`config.mk`:
```
export PLATFORM = sky130hd
export DESIGN_NAME = cp0_exception_unit_flat
export DESIGN_NICKNAME = d
export VERILOG_FILES = /design/src/rtl/cp0_exception_unit_pkg.sv /design/src/rtl/cp0_exception_unit_if.sv /design/src/rtl/cp0_int_sync.sv /design/src/rtl/cp0_exception_unit.sv /design/src/flat_wrapper.sv
export SDC_FILE = /design/constraint.sdc
export NUM_CORES = 1
export LEC_CHECK = 0
export CAP_MARGIN = 20
export CORE_MARGIN = 1.5
export CORE_UTILIZATION = 40
export CTS_BUF_LIST = sky130_fd_sc_hd__clkbuf_2 sky130_fd_sc_hd__clkbuf_4 sky130_fd_sc_hd__clkbuf_8
export DETAILED_ROUTE_END_ITERATION = 10
export DONT_BUFFER_PORTS = 1
export PLACE_DENSITY_LB_ADDON = 0.12
export SLEW_MARGIN = 25
export SYNTH_ARGS = -nofsm -noshare
export SYNTH_HDL_FRONTEND = slang
export SYNTH_HIERARCHICAL = 1
export SYNTH_SLANG_ARGS = --single-unit
```
`constraint.sdc`:
```
create_clock -name clk -period 2.5 [get_ports clk]
set_clock_uncertainty 0.15 [all_clocks]
set_input_delay 0.5 -clock clk [delete_from_list [all_inputs] [get_ports clk]]
set_output_delay 0.5 -clock clk [all_outputs]
set_load 0.005 [all_outputs]
```
`src/rtl/cp0_exception_unit_pkg.sv`:
```
// Shared CP0 definitions for the M-stage exception unit.
// Holds the CP0 register numbers, the ExcCode values, the SR/Cause bit
// positions, the default handler and PRId values, the EXL state encoding and
// a helper that computes the restart PC recorded in EPC.
package cp0_exception_unit_pkg;

    // CP0 register numbers (rd field of MTC0/MFC0)
    localparam logic [4:0] CP0_SR    = 5'd12;
    localparam logic [4:0] CP0_CAUSE = 5'd13;
    localparam logic [4:0] CP0_EPC   = 5'd14;
    localparam logic [4:0] CP0_PRID  = 5'd15;

    // ExcCode values
    localparam logic [4:0] EXC_INT  = 5'd0;
    localparam logic [4:0] EXC_ADEL = 5'd4;
    localparam logic [4:0] EXC_ADES = 5'd5;
    localparam logic [4:0] EXC_RI   = 5'd10;
    localparam logic [4:0] EXC_OV   = 5'd12;

    // SR / Cause field positions
    localparam int SR_IE_BIT     = 0;
    localparam int SR_EXL_BIT    = 1;
    localparam int SR_IM_LSB     = 10;
    localparam int CAUSE_EXC_LSB = 2;
    localparam int CAUSE_IP_LSB  = 10;
    localparam int CAUSE_BD_BIT  = 31;

    localparam logic [31:0] HANDLER_ADDR_DEF = 32'h0000_4180;
    localparam logic [31:0] PRID_VALUE_DEF   = 32'h1926_0817;

    typedef enum logic {
        EXL_NORMAL  = 1'b0,
        EXL_HANDLER = 1'b1
    } exl_state_e;

    // Restart PC: a delay-slot instruction must resume at its branch.
    function automatic logic [31:0] epc_restart(input logic [31:0] pc, input logic bd);
        logic [29:0] word;
        word = bd ? (pc[31:2] - 30'd1) : pc[31:2];
        return {word, 2'b00};
    endfunction

endpackage

```
`src/rtl/cp0_exception_unit_if.sv`:
```
// M-stage pipeline <-> CP0 bus.
// master: the pipeline (drives PC/decode/MTC0 data, receives read data,
//         flush request, handler PC and ERET target).
// slave : the CP0 exception unit.
interface cp0_exception_unit_if;
    logic [31:0] pc_m;
    logic        bd_m;
    logic [4:0]  exc_code_m;
    logic        cp0_we;
    logic        is_eret;
    logic [4:0]  cp0_addr;
    logic [31:0] cp0_wdata;
    logic [31:0] cp0_rdata;
    logic        exc_take;
    logic [31:0] handler_pc;
    logic [31:0] epc_out;

    modport master (
        output pc_m, bd_m, exc_code_m, cp0_we, is_eret, cp0_addr, cp0_wdata,
        input  cp0_rdata, exc_take, handler_pc, epc_out
    );

    modport slave (
        input  pc_m, bd_m, exc_code_m, cp0_we, is_eret, cp0_addr, cp0_wdata,
        output cp0_rdata, exc_take, handler_pc, epc_out
    );
endinterface

```
`src/rtl/cp0_int_sync.sv`:
```
// Two-flop synchroniser for the asynchronous, level-sensitive interrupt lines.
// Ports: clk, reset_n (async active-low), din (async lines), dout (synchronised).
module cp0_int_sync #(
    parameter int W = 6
) (
    input  logic         clk,
    input  logic         reset_n,
    input  logic [W-1:0] din,
    output logic [W-1:0] dout
);

    logic [W-1:0] sync1_reg;
    logic [W-1:0] sync2_reg;

    always_ff @(posedge clk or negedge reset_n) begin
        if (!reset_n) begin
            sync1_reg <= '0;
            sync2_reg <= '0;
        end else begin
            sync1_reg <= din;
            sync2_reg <= sync1_reg;
        end
    end

    assign dout = sync2_reg;

endmodule

```
`src/rtl/cp0_exception_unit.sv`:
```
// CP0 register file (SR, Cause, EPC, PRId) and exception/interrupt sequencer
// for the M stage of the 5-stage MIPS core.
// Ports:
//   clk, reset_n  clock and asynchronous active-low reset
//   hw_int        external interrupt lines (async, level), land in Cause.IP
//   bus           slave side of cp0_exception_unit_if: M-stage PC/BD/ExcCode,
//                 MTC0/MFC0/ERET controls in; read data, exc_take flush,
//                 handler_pc and epc_out (ERET target) out.
module cp0_exception_unit
    import cp0_exception_unit_pkg::*;
#(
    parameter logic [31:0] HANDLER_ADDR = HANDLER_ADDR_DEF,
    parameter logic [31:0] PRID_VALUE   = PRID_VALUE_DEF,
    parameter int          HW_INT_W     = 6
) (
    input  logic                clk,
    input  logic                reset_n,
    input  logic [HW_INT_W-1:0] hw_int,
    cp0_exception_unit_if.slave bus
);

    logic [HW_INT_W-1:0] hw_int_sync;
    logic [5:0]          cause_ip;

    cp0_int_sync #(.W(HW_INT_W)) u_int_sync (
        .clk     (clk),
        .reset_n (reset_n),
        .din     (hw_int),
        .dout    (hw_int_sync)
    );

    // Cause.IP is the synchroniser output itself: two edges from pin to IP.
    assign cause_ip = 6'(hw_int_sync);

    exl_state_e  state_reg, state_next;
    logic [5:0]  sr_im_reg;
    logic        sr_ie_reg;
    logic        cause_bd_reg;
    logic [4:0]  cause_exc_reg;
    logic [31:0] epc_reg;

    logic        sr_exl;
    logic        int_req;
    logic        exc_req;
    logic        exc_take;
    logic        sr_wr;
    logic        epc_wr;
    logic [31:0] sr_word;
    logic [31:0] cause_word;

    assign sr_exl   = (state_reg == EXL_HANDLER);
    assign int_req  = (|(cause_ip & sr_im_reg)) & sr_ie_reg & ~sr_exl;
    assign exc_req  = (bus.exc_code_m != EXC_INT) & ~sr_exl;
    assign exc_take = int_req | exc_req;

    // A taken exception squashes the MTC0 sitting in M.
    assign sr_wr  = bus.cp0_we & ~exc_take & (bus.cp0_addr == CP0_SR);
    assign epc_wr = bus.cp0_we & ~exc_take & (bus.cp0_addr == CP0_EPC);

    // EXL state register
    always_ff @(posedge clk or negedge reset_n) begin
        if (!reset_n) begin
            state_reg <= EXL_NORMAL;
        end else begin
            state_reg <= state_next;
        end
    end

    always_comb begin
        state_next = state_reg;
        if (exc_take) begin
            state_next = EXL_HANDLER;
        end else if (bus.is_eret) begin
            state_next = EXL_NORMAL;
        end else if (sr_wr) begin
            state_next = bus.cp0_wdata[SR_EXL_BIT] ? EXL_HANDLER : EXL_NORMAL;
        end
    end

    // SR.IM/IE, Cause.BD/ExcCode and EPC
    always_ff @(posedge clk or negedge reset_n) begin
        if (!reset_n) begin
            sr_im_reg     <= '0;
            sr_ie_reg     <= 1'b0;
            cause_bd_reg  <= 1'b0;
            cause_exc_reg <= '0;
            epc_reg       <= '0;
        end else begin
            if (sr_wr) begin
                sr_im_reg <= bus.cp0_wdata[SR_IM_LSB +: 6];
                sr_ie_reg <= bus.cp0_wdata[SR_IE_BIT];
            end
            if (exc_take) begin
                cause_exc_reg <= int_req ? EXC_INT : bus.exc_code_m;
                cause_bd_reg  <= bus.bd_m;
                epc_reg       <= epc_restart(bus.pc_m, bus.bd_m);
            end else if (epc_wr) begin
                epc_reg <= {bus.cp0_wdata[31:2], 2'b00};
            end
        end
    end

    always_comb begin
        sr_word                      = '0;
        sr_word[SR_IM_LSB +: 6]      = sr_im_reg;
        sr_word[SR_EXL_BIT]          = sr_exl;
        sr_word[SR_IE_BIT]           = sr_ie_reg;
        cause_word                   = '0;
        cause_word[CAUSE_BD_BIT]     = cause_bd_reg;
        cause_word[CAUSE_IP_LSB +: 6] = cause_ip;
        cause_word[CAUSE_EXC_LSB +: 5] = cause_exc_reg;
    end

    // MFC0 sees pre-edge register contents (no write bypass).
    always_comb begin
        case (bus.cp0_addr)
            CP0_SR:    bus.cp0_rdata = sr_word;
            CP0_CAUSE: bus.cp0_rdata = cause_word;
            CP0_EPC:   bus.cp0_rdata = epc_reg;
            CP0_PRID:  bus.cp0_rdata = PRID_VALUE;
            default:   bus.cp0_rdata = '0;
        endcase
    end

    // ERET target forwards an MTC0 EPC issued in the same cycle.
    assign bus.epc_out    = (bus.cp0_we && bus.cp0_addr == CP0_EPC) ?
                            {bus.cp0_wdata[31:2], 2'b00} : epc_reg;
    assign bus.exc_take   = exc_take;
    assign bus.handler_pc = HANDLER_ADDR;

endmodule

```
`src/flat_wrapper.sv`:
```
// flat-port wrapper written by rule: the top's interface ports become plain ports
module cp0_exception_unit_flat import cp0_exception_unit_pkg::*;
#(
    parameter logic [31:0] HANDLER_ADDR = HANDLER_ADDR_DEF,
    parameter logic [31:0] PRID_VALUE   = PRID_VALUE_DEF,
    parameter int          HW_INT_W     = 6
)
  (clk, reset_n, hw_int, bus_pc_m, bus_bd_m, bus_exc_code_m, bus_cp0_we, bus_is_eret, bus_cp0_addr, bus_cp0_wdata, bus_cp0_rdata, bus_exc_take, bus_handler_pc, bus_epc_out);
  cp0_exception_unit_if bus_i ();
  input  logic clk;
  input  logic reset_n;
  input  logic [HW_INT_W-1:0] hw_int;
  input wire logic [$bits(bus_i.pc_m)-1:0] bus_pc_m;
  input wire logic [$bits(bus_i.bd_m)-1:0] bus_bd_m;
  input wire logic [$bits(bus_i.exc_code_m)-1:0] bus_exc_code_m;
  input wire logic [$bits(bus_i.cp0_we)-1:0] bus_cp0_we;
  input wire logic [$bits(bus_i.is_eret)-1:0] bus_is_eret;
  input wire logic [$bits(bus_i.cp0_addr)-1:0] bus_cp0_addr;
  input wire logic [$bits(bus_i.cp0_wdata)-1:0] bus_cp0_wdata;
  output wire logic [$bits(bus_i.cp0_rdata)-1:0] bus_cp0_rdata;
  output wire logic [$bits(bus_i.exc_take)-1:0] bus_exc_take;
  output wire logic [$bits(bus_i.handler_pc)-1:0] bus_handler_pc;
  output wire logic [$bits(bus_i.epc_out)-1:0] bus_epc_out;
  assign bus_i.pc_m = bus_pc_m;
  assign bus_i.bd_m = bus_bd_m;
  assign bus_i.exc_code_m = bus_exc_code_m;
  assign bus_i.cp0_we = bus_cp0_we;
  assign bus_i.is_eret = bus_is_eret;
  assign bus_i.cp0_addr = bus_cp0_addr;
  assign bus_i.cp0_wdata = bus_cp0_wdata;
  assign bus_cp0_rdata = bus_i.cp0_rdata;
  assign bus_exc_take = bus_i.exc_take;
  assign bus_handler_pc = bus_i.handler_pc;
  assign bus_epc_out = bus_i.epc_out;
  cp0_exception_unit #(.HANDLER_ADDR(HANDLER_ADDR), .PRID_VALUE(PRID_VALUE), .HW_INT_W(HW_INT_W)) u_core (.clk(clk), .reset_n(reset_n), .hw_int(hw_int), .bus(bus_i));
endmodule
```
======== Yosys cells after proc, flatten, opt, wreduce, memory -nomap -nowiden ========
Index checks and enable logic that the tools add are counted.
word-level totals
  output and inout bits ................... 97
  logic and storage cells ................. 38
  register bits ........................... 58
  input port bits ......................... 85
operators by class
  muxes and demuxes ....................... 10
  bitwise gates (word level) .............. 10
  reductions and logical operators ........ 5
  eq/ne operators ......................... 4
  add/subtract/negate cells ............... 1
operators by type and width
  cell                   number
  $pmux 32 s4            1
  $mux 32                3
  $mux 30                1
  $sub 30x1->30 const B  1
  $eq 5x4->1 const B     4
  $and 1x1->1            6
  $and 6x6->6            1
  $reduce_or 6->1        1
  $mux 5                 1
  $reduce_bool 5->1      1
  $mux 1                 4
  $reduce_bool 3->1      1
  $not 1->1              2
  $reduce_bool 2->1      1
  $logic_and 1x1->1      1
  $or 1x1->1             1

======== Depth between registers and ports, before layout ========
Gate-level depths: netlist of run 1.
  depth after elaboration ................. 11
  mapped depth ............................ 7
  gate-level depth less buffers ........... 6

======== Hierarchy ========
Netlist of run 1, hierarchy kept.
modules (own cells, without submodules)
  module              cells an instance  instances  area an instance (µm²)  seq. area each (µm²)
  cp0_exception_unit  423                1          3656.0                  1101.1
  cp0_int_sync        12                 1          300.3                   300.3

======== Worst setup path before layout of run 1 ========
No wires, ideal clock.
  path type ............................... in2out
  from .................................... input bus_cp0_addr[1]
  to ...................................... output bus_epc_out[10]
  data required time ...................... 1850 ps
  setup slack ............................. -209 ps
  cell stages on the path ................. 6
  buffers on the path ..................... 3
  data arrival time ....................... 2059 ps
  cells stage by stage .................... clkbuf_1 > and3b_1 > clkbuf_1 > and2_0 > clkbuf_1 > mux2_2
on the way
  longest elaborated chain between the ends .. 3
ends and longest elaborated chain
  item               RTL line                   source
  start, declared    flat_wrapper.sv:18         input wire logic [$bits(bus_i.cp0_addr)-1:0] bus_cp0_addr;
  $eq 5x4->1         cp0_exception_unit.sv:126  assign bus.epc_out = (bus.cp0_we && bus.cp0_addr == CP0_EPC) ?
  $logic_and 1x1->1  cp0_exception_unit.sv:126
  $mux 32            cp0_exception_unit.sv:126
  end, declared      flat_wrapper.sv:23         output wire logic [$bits(bus_i.epc_out)-1:0] bus_epc_out;
No other way between the ends.

======== Worst setup path in the final report of run 1 ========
  from .................................... register u_core.sr_im_reg[5]
  to ...................................... output bus_exc_take
on the way
  longest elaborated chain between the ends .. 5
ends and longest elaborated chain
  item                       RTL line                  source
  start, declared            cp0_exception_unit.sv:36  logic [5:0] sr_im_reg;
  start signal, assigned     cp0_exception_unit.sv:90  sr_im_reg <= bus.cp0_wdata[SR_IM_LSB +: 6];
  $and 6x6->6                cp0_exception_unit.sv:52  assign int_req = (|(cause_ip & sr_im_reg)) & sr_ie_reg & ~sr_exl;
  $reduce_or 6->1            cp0_exception_unit.sv:52
  $and 1x1->1 (2 in series)  cp0_exception_unit.sv:52
  $or 1x1->1                 cp0_exception_unit.sv:54  assign exc_take = int_req | exc_req;
  end, declared              flat_wrapper.sv:21        output wire logic [$bits(bus_i.exc_take)-1:0] bus_exc_take;
No other way between the ends.

==> reports/results.txt, run 1 <==
sequential cell area fraction in the yosys report -> 35.4%
wire length of the first global-routing pass -> 16800 um
buffers added on ports -> 0
Nets -> 518
Setup violations, final -> 0
pre-CTS setup slack -> 0.0817 ns
via count -> 3145
vias in the first global route -> 3007
Clock Sinks -> 56
IR drop worst, VDD -> 0.519 mV
Synth Flop Type -> dfrtp_1
CP max-delay cell -> dfrtp_1
CP cell instances -> a22oi_1 > a311oi_2 > nor2_4 > clkinvlp_4
Placer Congestion -> 0.891
fin cells -> 566
Die Area -> 10500 um2
relative slew slack -> 61.4%
number of diodes -> 0
Clock Pin Slew Worst Setup and Hold Paths -> 0.11 ns
Clk Latency, worst-skew pair -> 0.32 ns
worst path arrival time -> 1.73 ns
crit share post-route -> 95.1%
GRT overflow -> 0
post-synth top area share -> 35.4%
PD cells -> 826 nW/um2
Vias/cell -> 5.56
Final Slew Violations -> 0
setup_tns -> 0 ns
mapped cell area -> 3960 um2
P_leak -> 1.70 nW
number of enable flip-flop cells after synthesis -> 0
Buf/Inv on CP -> 1
delay-heaviest family, CP -> compound AO/OA/AOI/OAI gates
max reg flops -> 30
largest net degree at the start of global routing -> 57
HPWL after DPL -> 8630 um
row count -> 36
Final Util -> 43.1%
status -> completed
Post-DP Area -> 4010 um2
asr flop ratio synth -> 100%
Final Cell Area -> 4180 um2
CTS tree -> built
CTS Buf Count -> 5
Final min period -> 2.38 ns
RSZ-0062 raised after global routing -> no
leading cell type by number of instances after synthesis -> dfrtp_1
buffer type at the clock tree root -> clkbuf_8
Slowest Stage Delay on Critical Path -> 0.42 ns
flop and latch count out of synthesis -> 56
Final Hold Viols -> 0
Residual DRC -> 0
die width -> 102 um
Area contributors post-synth -> dfrtp_1, mux2_2, buf_4, nor2_1, nor4_1
WHS -> 0.0428 ns
Syn Area/Cell -> 9.09 um2
Post-synth top cells -> dfrtp_1, buf_4, nor2_1
H-tree Lvls -> 2
Critical Path Source Type -> flip-flop
Routed WL -> 11200 um
placed cell count -> 554
Crit. End Element -> output pin
Setup CP Type -> reg -> out
core area -> 9680 um2
Hold WC Path Type -> in -> reg
leading area contributor after synthesis -> dfrtp_1
CP Max Fanout -> 5
slack of the critical path -> 0.123 ns
DRC violation total after the first TritonRoute iteration -> 99
Initial Util -> 40.9%
io pins -> 182
Post-CTS Setup Inserts -> 0
count of cell types in the netlist -> 46
f_max -> 421 MHz
Final ANT Viol Nets -> 0
share of layout cells above drive strength 1 -> 21.5%
Die Height -> 102 um
Post-Synthesis Cells -> 435
Ys Warns -> 6
DRT Pass-1 Iters -> 4
WL/cell -> 19.7 um
max-cap viol count -> 0
antenna violations before repair -> 0
GRT Resource Usage Total -> 21.2%
total power -> 3.45 mW
data required time of the critical path -> 1.85 ns
Worst Tran Pin Value -> 0.573 ns
Bufs on Longest Clock Path -> 2
Area growth syn-to-layout -> 5.60%
kinds of logic after synthesis:
family / Yosys count / synth area share [%]
muxes: 40 / 11.2
AOI/OAI and AO/OA: 82 / 14.4
DFF: 56 / 35.4
buffers and inverters: 69 / 10.2
xor gates and xnor gates: 11 / 2.44
other: 2 / 0.190
and+or+nand+nor: 174 / 25.9
adders and majority gates: 1 / 0.316
path summary, 6_finish.rpt:
| kind | start | end | slack, ns | depth (start not counted) |
|---|---|---|---|---|
| worst max-delay path | u_core/sr_im_reg[5]$_DFFE_PN0P_ | bus_exc_take | 0.12 | 4 |
| worst min-delay path | hw_int[1] | u_core/u_int_sync/sync1_reg[1]$_DFF_PN0_ | 0.04 | 0 |
| worst max register to register | u_core/sr_im_reg[5]$_DFFE_PN0P_ | u_core/epc_reg[4]$_DFFE_PN0P_ | 0.21 | 5 |
| worst min register to register | u_core/u_int_sync/sync1_reg[2]$_DFF_PN0_ | u_core/u_int_sync/dout[2]$_DFF_PN0_ | 0.21 | 0 |
| max in group asynchronous | reset_n | u_core/epc_reg[17]$_DFFE_PN0P_ | 1.39 | 2 |
| min in group asynchronous | reset_n | u_core/sr_exl$_DFFE_PN0P_ | 0.54 | 2 |
cell usage in the layout, fill, tap and decap left out, types with 5 or more instances in the layout:
cell type,count
nor3b_1,5
buf_4,17
nor4_1,21
a21o_1,5
a21oi_1,11
or2_2,21
mux2i_1,6
mux2_2,34
or4_1,14
nor2_1,34
conb_1,34
clkbuf_8,5
or3_1,9
a22oi_1,5
and2_1,13
o31ai_1,13
nand2_1,12
and3_1,17
dfrtp_1,56
a31oi_1,18
a21boi_0,17
xnor2_1,7
nor3_1,6
report_power, final:
part,switching (mW),internal [mW],total [mW]
registers,0.229,1.25,1.47
logic,0.762,0.662,1.42
clock network,0.339,0.213,0.552
total,1.33,2.12,3.45
per-layer routing:
layer / global-route usage [%] / part of all wire [%]
met2: 32.6 / 44
met4: 3.16 / 0.58
met3: 5.34 / 8.2
met5: 0 / 0
met1: 30.9 / 47
repair_timing:
item / 4_1_cts / 5_1_grt
resized for setup: 3 / 2
gates cloned: 2 / 0
hold buffers: 2 / 0
hold endpoints to repair: 56 / 0
endpoints found under the setup margin: 1 / 1
pin swaps: 0 / 0
layout make-up:
cell class                      instances  area, um2
Fill cell                             982       5510
Timing Repair Buffer                   20        185
Timing Repair inverter                  2       10.0
Sequential cell                        56       1400
Clock buffer                            5       68.8
Multi-Input combinational cell        342       2290
Tap cell                              133        166
Clock inverter                          3       28.8
Inverter                                5       22.5
worst register-to-register path, cell delays in order, from the launching register on:
cell	delay [ns]
dfrtp_1	0.42
a22oi_1	0.28
a311oi_2	0.20
nor2_4	0.26
clkinvlp_2	0.47
mux2_2	0.42
(Power assumes the default switching activity.)
==> run 2: changes to the inputs <==
--- a/config.mk
+++ b/config.mk
@@ -8,7 +8,6 @@
 export CAP_MARGIN = 20
 export CORE_MARGIN = 1.5
 export CORE_UTILIZATION = 40
-export CTS_BUF_LIST = sky130_fd_sc_hd__clkbuf_2 sky130_fd_sc_hd__clkbuf_4 sky130_fd_sc_hd__clkbuf_8
 export DETAILED_ROUTE_END_ITERATION = 10
 export DONT_BUFFER_PORTS = 1
 export PLACE_DENSITY_LB_ADDON = 0.12
==> results of run 2 <==
Final layout, timing and power as in run 1 (identical DEF).
==> run 3: changes to the inputs <==
--- a/config.mk
+++ b/config.mk
@@ -11,7 +11,6 @@
 export DETAILED_ROUTE_END_ITERATION = 10
 export DONT_BUFFER_PORTS = 1
 export PLACE_DENSITY_LB_ADDON = 0.12
-export SLEW_MARGIN = 25
 export SYNTH_ARGS = -nofsm -noshare
 export SYNTH_HDL_FRONTEND = slang
 export SYNTH_HIERARCHICAL = 1
==> results of run 3 <==
Final layout, timing and power as in run 1 (identical DEF).
